**src/rtl/mac_accumulator.sv**
```systemverilog
// Iterative shift-add multiply-accumulate stage: one multiplier bit per cycle,
// then a single add of the product into a wide running sum with sticky overflow.
module mac_accumulator #(
  parameter int WA   = 16,
  parameter int WB   = 16,
  parameter int WACC = 34   // must be at least WA+WB
) (
  input  logic            C,
  input  logic            Rn,
  input  logic            in_valid,
  output logic            in_ready,
  input  logic [WA-1:0]   A,
  input  logic [WB-1:0]   B,
  input  logic            clr,
  output logic            out_valid,
  input  logic            out_ready,
  output logic [WACC-1:0] ACC,
  output logic            ovf
);

  localparam int WP = WA + WB;
  localparam int IW = (WB > 1) ? $clog2(WB) : 1;

  localparam logic [1:0] S_IDLE  = 2'd0;
  localparam logic [1:0] S_MULT  = 2'd1;
  localparam logic [1:0] S_ACCUM = 2'd2;
  localparam logic [1:0] S_DONE  = 2'd3;

  logic [1:0]    state;
  logic [WA-1:0] a_reg;
  logic [WB-1:0] b_reg;
  logic          clr_reg;
  logic [WP-1:0] p;
  logic [IW-1:0] i;

  logic [WP-1:0]   addend;
  logic [WACC-1:0] base;
  logic [WACC:0]   sum;

  // NOTE: every combinational output gets a value on every path, so no latch is inferred.
  always_comb begin
    addend = WP'(a_reg) << i;
    base   = clr_reg ? '0 : ACC;
    sum    = {1'b0, base} + (WACC+1)'(p);
  end

  // NOTE: async active-low reset clears every register, including operand copies.
  always_ff @(posedge C or negedge Rn) begin
    if (!Rn) begin
      state   <= S_IDLE;
      a_reg   <= '0;
      b_reg   <= '0;
      clr_reg <= 1'b0;
      p       <= '0;
      i       <= '0;
      ACC     <= '0;
      ovf     <= 1'b0;
    end else begin
      case (state)
        S_IDLE: begin
          if (in_valid) begin
            a_reg   <= A;
            b_reg   <= B;
            clr_reg <= clr;
            p       <= '0;
            i       <= '0;
            state   <= S_MULT;
          end
        end
        S_MULT: begin
          if (b_reg[i]) p <= p + addend;
          i <= i + IW'(1);
          // Fixed latency: no early exit on zero or leading-zero multipliers.
          if (i == IW'(WB - 1)) state <= S_ACCUM;
        end
        S_ACCUM: begin
          ACC   <= sum[WACC-1:0];
          ovf   <= clr_reg ? 1'b0 : (ovf | sum[WACC]);
          state <= S_DONE;
        end
        S_DONE: begin
          if (out_ready) state <= S_IDLE;
        end
        default: state <= S_IDLE;
      endcase
    end
  end

  assign in_ready  = (state == S_IDLE);
  assign out_valid = (state == S_DONE);

endmodule

```
**config.mk**
```make
export PLATFORM = sky130hd
export DESIGN_NAME = mac_accumulator
export DESIGN_NICKNAME = d
export VERILOG_FILES = /design/src/rtl/mac_accumulator.sv
export SDC_FILE = /design/constraint.sdc
export NUM_CORES = 1
export LEC_CHECK = 0
export CAP_MARGIN = 20
export CELL_PAD_IN_SITES_DETAIL_PLACEMENT = 1
export CELL_PAD_IN_SITES_GLOBAL_PLACEMENT = 2
export CORE_ASPECT_RATIO = 1.25
export CORE_MARGIN = 1
export CORE_UTILIZATION = 33
export DETAILED_ROUTE_END_ITERATION = 7
export MAX_ROUTING_LAYER = met4
export PLACE_DENSITY = 0.8
export SYNTH_ARGS = -nofsm -noshare
export SYNTH_HDL_FRONTEND = slang
export SYNTH_SLANG_ARGS = --single-unit
```
**constraint.sdc**
```tcl
create_clock -name C -period 4.3 [get_ports C]
set_clock_uncertainty 0.05 [all_clocks]
set_input_delay 1.29 -clock C [delete_from_list [all_inputs] [get_ports C]]
set_output_delay 1.29 -clock C [all_outputs]
set_load 0.01 [all_outputs]
```
==> impl_metrics.tcl, run 1 <==
set metrics [dict create \
    worstMarginPinSlew_ns 0.903 \
    vias 7373 \
    max_freq_mhz 248 \
    hold_start "b_reg[15]" \
    netlist_instances 973 \
    worstReg2RegEnd "p[25]" \
    cts_buffers 9 \
    clk_pin_slew_ns 0.08 \
    drt_wl_total_um 23800 \
    reg_top3 "ACC x34, p x32" \
    yosysWarningCount 0 \
    syn_area_sq_um 8610 \
    ys_seq_area_share_pct 30.8 \
    dominantRegCellSynth "dfrtp_1" \
    area_growth_pct 17.2 \
    rr_startpoint "i[0]" \
    die_height_um 183 \
    slowest_delay_ns 0.54 \
    dp_hpwl_um 18900 \
    drc 0 \
    grt_pass1_vias 7752 \
    drt_iter0_markers 184 \
    port_buffers 73 \
    multi_input_area_sq_um 5670 \
    antennaDiodeCount 0 \
    grt_usage_pct 19.4 \
    synth_edf_count 0 \
    critPathLaunch "i[0]" \
    arrival_ns 4.23 \
    cpMostUsedCell "a21o_1" \
    ys_seq_elements 106 \
    core-area_sq_um 25500 \
    largest_reg_flops 34 \
    slowest_stage "mux4_2" \
    final_nets 1145 \
    viasPerCell 5.35 \
    min_period_ns 4.03 \
    p_int_mw 3.40 \
    antenna_left 0 \
    swShare_pct 45.1 \
    seqPwrFrac_pct 26.3 \
    crit_path_cell_trace "buf_12, mux4_2, mux2i_1, o32ai_1, ha_2, nand2_1, o21ai_0, a21o_1, a21oi_1, o211ai_1, or4b_1, a31o_2, a21o_1, a32o_1" \
    hold_end "b_reg[15]" \
    cts_tree "done" \
    std_cell_rows 65 \
    pin_count 74 \
    path_delay_family "compound AO/OA/AOI/OAI gates" \
    firstDrtPassIters 4 \
    register_area_sq_um 2650 \
    crit_required_ns 4.50 \
    worstPathMaxFanout 32 \
    holdPathStages 1 \
    path_class "reg2reg" \
    drive_gt1_share_pct 12.2 \
    startpoint_type "register" \
    die-area_sq_um 26700 \
    clkSinkCount 106 \
    setup_viol 0 \
    post-place-ws_ns 0.155 \
    switching_power_mw 2.80 \
    max-cap-violations 0 \
    ys_async_sr_fraction_pct 100 \
    comb_power_share_pct 60.4 \
    routedWlPerCell_um 17.3 \
    grt_start_max_net_pins 56 \
    yosys-top-cells-area "dfrtp_1 31%, ha_1 9.9%, mux2_2 7.6%" \
    clockPowerShare_pct 13.3 \
    slew_viol_final 0 \
    root_buffer "clkbuf_16" \
    htreeDepth 3 \
    p_leak_nw 4.55 \
    gr-total-overflow 0 \
    reg2reg_slack_ns 0.27 \
    yosysTopAreaCellShare_pct 30.8 \
    nFillCells 2979 \
    clk_latency_ns 0.36 \
    yosys.area.top_type "dfrtp_1" \
    hold_viol 0 \
    rsz0062_at_grt "false" \
    gp_congestion 0.840 \
    antenna_found_initial 0 \
    fin_setup_tns_ns 0 \
    clk_path_buf_depth 2 \
    powerDensity_nw_per_um2 614 \
    grt_pass1_wl_um 40500 \
    relSlewSlack_pct 39.8 \
    syn-num-nets 1080 \
    die_w_um 146 \
    largest_register "ACC" \
    synth_area_per_cell_sq_um 8.85 \
    post-route-period-util_pct 93.7 \
    cp-end-kind "register" \
    start_util_pct 33.8 \
    worst_slack_ns 0.270 \
    outcome "finished clean" \
    hold_path_class "reg2reg" \
    netlist-cell-type-count 74 \
    irDropWorstVdd_v 0.000264 \
    crit_buf_inv 1 \
    reg2regPathDepth 14 \
]
## cell families after synthesis
family / Yosys count / share of synthesized area (%)
compound gates: 307 / 23.0
mux: 80 / 11.3
flops: 106 / 30.8
xor+xnor: 44 / 4.48
simple gates: 291 / 16.5
fa+ha+maj: 70 / 10.3
buf+inv: 75 / 3.53
## power groups by stage
stage / registers (mW) / clock network [mW] / logic, mW
2_1_floorplan: 1.55 / 0 / 2.65
5_1_grt: 1.69 / 0.894 / 4.19
3_3_place_gp: 1.64 / 0 / 3.69
3_5_place_dp: 1.66 / 0 / 3.74
6_report: 1.63 / 0.825 / 3.74
4_1_cts: 1.64 / 0.861 / 3.76
## layer usage
metal	wire, um	GRT usage (%)	part of all wire [%]
met4	310	4.88	1.3
met2	11700	32.7	49
met1	11400	24.7	48
met5	0	-	0
met3	378	2.23	1.6
## synth_stat cells (3+ instances only)
| library cell | number |
|---|---|
| nand2_1 | 108 |
| dfrtp_1 | 106 |
| a21oi_1 | 88 |
| o21ai_0 | 83 |
| ha_1 | 68 |
| mux2_2 | 58 |
| nor2_1 | 47 |
| nor2b_1 | 47 |
| a21o_1 | 43 |
| clkbuf_1 | 34 |
| inv_1 | 27 |
| xnor2_1 | 24 |
| xor2_1 | 20 |
| nand3_1 | 19 |
| mux2i_1 | 14 |
| nor3_1 | 13 |
| and3_1 | 10 |
| a31oi_1 | 9 |
| and2_1 | 9 |
| nand4_1 | 8 |
| nand2b_1 | 7 |
| o21a_1 | 7 |
| o21bai_1 | 7 |
| o31ai_1 | 7 |
| a22o_1 | 6 |
| buf_2 | 6 |
| o211ai_1 | 5 |
| a211oi_1 | 4 |
| a32o_1 | 4 |
| mux4_2 | 4 |
| nand3b_1 | 4 |
| a211o_1 | 3 |
| a21boi_0 | 3 |
| a221oi_1 | 3 |
| a31o_2 | 3 |
| buf_1 | 3 |
| mux4_1 | 3 |
| nor3b_1 | 3 |
| nor4_1 | 3 |
| o311ai_0 | 3 |
| or3_1 | 3 |
| or4_1 | 3 |
## what timing repair did
item / CTS / global route
setup buffers: 0 / 0
gates resized for setup: 0 / 7
endpoints found under the setup margin: 0 / 8
hold buffers: 0 / 0
## how the worst max path moves through the flow
stage | endpoint | cells after the start
6_report | p[25] | 14
5_1_grt | p[29] | 18
4_1_cts | p[28] | 14
3_5_place_dp | p[28] | 14
3_3_place_gp | p[25] | 14
2_1_floorplan | p[25] | 17
## placed cells by master (no fill, tap or decap), drive strengths merged, types with 27 or more instances in the layout
cell and count:
mux2 59, nor2 47, ha 68, inv 31, a21oi 90, dfrtp 106
buf 27, a21o 43, o21ai 85, nand2 108, nor2b 47, clkdlybuf4s50 72
## through the flow
step           instances  power [mW]  util [%]  hold slack (ns)  area (sq um)
2_1_floorplan        973        4.20         -            0.420          8610
3_3_place_gp        1362        5.33      38.5            0.429          9790
3_5_place_dp        1362        5.40      38.5            0.439          9790
4_1_cts             1378        6.26      39.6            0.458         10100
5_1_grt             1378        6.76      39.7            0.471         10100
6_report            1378        6.20      39.7            0.456         10100
## cell type report
type	instances	area share (%)
clock buffer	10	2.37
timing repair buffer	99	9.40
inverter	30	1.12
clock inverter	6	0.483
tap	335	4.15
multi-input combinational	792	56.2
sequential	106	26.3
No activity file was read; power rests on OpenSTA's default activity.
==> run 2: changes to the inputs <==
Settings changed: PLACE_DENSITY 0.8 to 0.78.
==> impl_metrics.tcl, run 2 (synthesized netlist as in run 1, its figures left out) <==
set metrics [dict create \
    drt_wl_total_um 24200 \
    firstDrtPassIters 4 \
    p_total_mw 6.18 \
    routedWlPerCell_um 17.6 \
    crit_required_ns 4.49 \
    die_w_um 146 \
    gr-usage-met1_pct 24.8 \
    hold_path_class "reg2reg" \
    drc 0 \
    grt_pass1_wl_um 40600 \
    mostFrequentLayoutCells "108 x nand2_1, 106 x dfrtp_1, 88 x a21oi_1" \
    die-area_sq_um 26700 \
    htreeDepth 3 \
    viasPerCell 5.41 \
    post-route-period-util_pct 94.5 \
    vias 7456 \
    start_util_pct 33.8 \
    antenna_left 0 \
    worstMarginPinSlew_ns 0.829 \
    cts_buffers 9 \
    die_height_um 183 \
    setup_viol 0 \
    powerDensity_nw_per_um2 614 \
    clk_pin_slew_ns 0.08 \
    path_class "reg2reg" \
    max-cap-violations 0 \
    grt_usage_pct 19.6 \
    port_buffers 73 \
    startpoint_type "register" \
    clk_path_buf_depth 2 \
    holdWs_ns 0.453 \
    dp_hpwl_um 19100 \
    drive_gt1_share_pct 11.8 \
    outcome "finished clean" \
    reg_top3 "ACC x34, p x32" \
    clkSinkCount 106 \
    relSlewSlack_pct 44.7 \
    std_cell_rows 65 \
    cts_tree "done" \
    largest_reg_flops 34 \
    area_growth_pct 17.0 \
    grt_start_max_net_pins 45 \
    met2_usage_pct 33.2 \
    busiest_layer "met2" \
    layout_commonest_cell "nand2_1" \
    slew_viol_final 0 \
    arrival_ns 4.26 \
    antenna_found_initial 0 \
    drt_iter0_markers 207 \
    largest_register "ACC" \
    min_period_ns 4.06 \
    pin_count 74 \
    nFillCells 2934 \
    hold_viol 0 \
    max_freq_mhz 246 \
    antennaDiodeCount 0 \
    clk_latency_ns 0.37 \
    final_nets 1144 \
    gr-total-overflow 0 \
    cp-end-kind "register" \
    root_buffer "clkbuf_16" \
    ctsHoldBuffers 0 \
    grt_use_met3_pct 1.70 \
    p_leak_nw 4.55 \
    irDropWorstVdd_v 0.000313 \
    gp_congestion 0.863 \
    core-area_sq_um 25500 \
    grt_pass1_vias 7772 \
    worstPathMaxFanout 32 \
]
-- run 2: path summary, 6_finish.rpt --
check	cells after the start	slack (ns)	startpoint	to
worst max-delay path	17	0.24	i[0]	p[30]
worst min-delay path	1	0.45	b_reg[14]	b_reg[14]
worst max register to register	17	0.24	i[0]	p[30]
worst min register to register	1	0.45	b_reg[14]	b_reg[14]
max in group asynchronous	2	2.36	Rn	a_reg[5]
min in group asynchronous	1	0.87	Rn	a_reg[2]
-- run 2: area by class of cell --
class                           count  area, sq um  share of cell area [%]
Sequential cell                   106         2650                    26.3
Multi-Input combinational cell    792         5660                    56.2
Clock buffer                        9          225                    2.24
Inverter                           30          113                    1.12
Clock inverter                      7         52.6                   0.522
Timing Repair Buffer               98          953                    9.46
Tap cell                          335          419                    4.16
-- run 2: critical path: stages (launching register included) --
cell      delay, ns
dfrtp_1        0.38
buf_12         0.21
mux2_2         0.38
o21ai_0        0.27
nor2_1         0.07
a21oi_1        0.18
a21oi_1        0.11
ha_1           0.35
and3_1         0.26
a31o_2         0.24
a21oi_1        0.13
o21ai_0        0.11
a221oi_1       0.29
o21ai_0        0.16
buf_4          0.17
a221oi_1       0.31
xor2_1         0.16
o21ai_0        0.08
-- run 2: routing by layer --
layer  up-vias  wire length [um]
li1       3677                 -
met1      3656             11500
met2       102             11900
met3        21               490
met4         0               359
met5         -                 0
-- run 2: through the flow --
step	setup TNS [ns]	worst slack (ns)	instances	util, %	instance area [sq um]
6_report	0	0.238	1377	39.6	10100
5_1_grt	-0.0322	-0.0322	1377	39.6	10100
4_1_cts	0	0.200	1376	39.5	10100
3_5_place_dp	0	0.220	1360	38.4	9790
3_3_place_gp	0	0.283	1360	38.4	9790
2_1_floorplan	0	0.234	973	-	8610
-- run 2: power by group --
part	switching [mW]	internal [mW]
clock	0.419	0.399
sequential	0.298	1.32
combinational	2.09	1.66
-- run 2: timing repair --
item | CTS | global route
endpoints found under the setup margin | 0 | 5
endpoints found under the hold margin | 0 | 0
buffers inserted | 0 | 1
gates resized for setup | 0 | 3
==> run 3: changes to the inputs <==
Settings changed: CTS_BUF_LIST set to sky130_fd_sc_hd__clkbuf_8 sky130_fd_sc_hd__clkbuf_16.
==> results of run 3 <==
The final DEF is identical to that of run 2; final timing and power are the same.
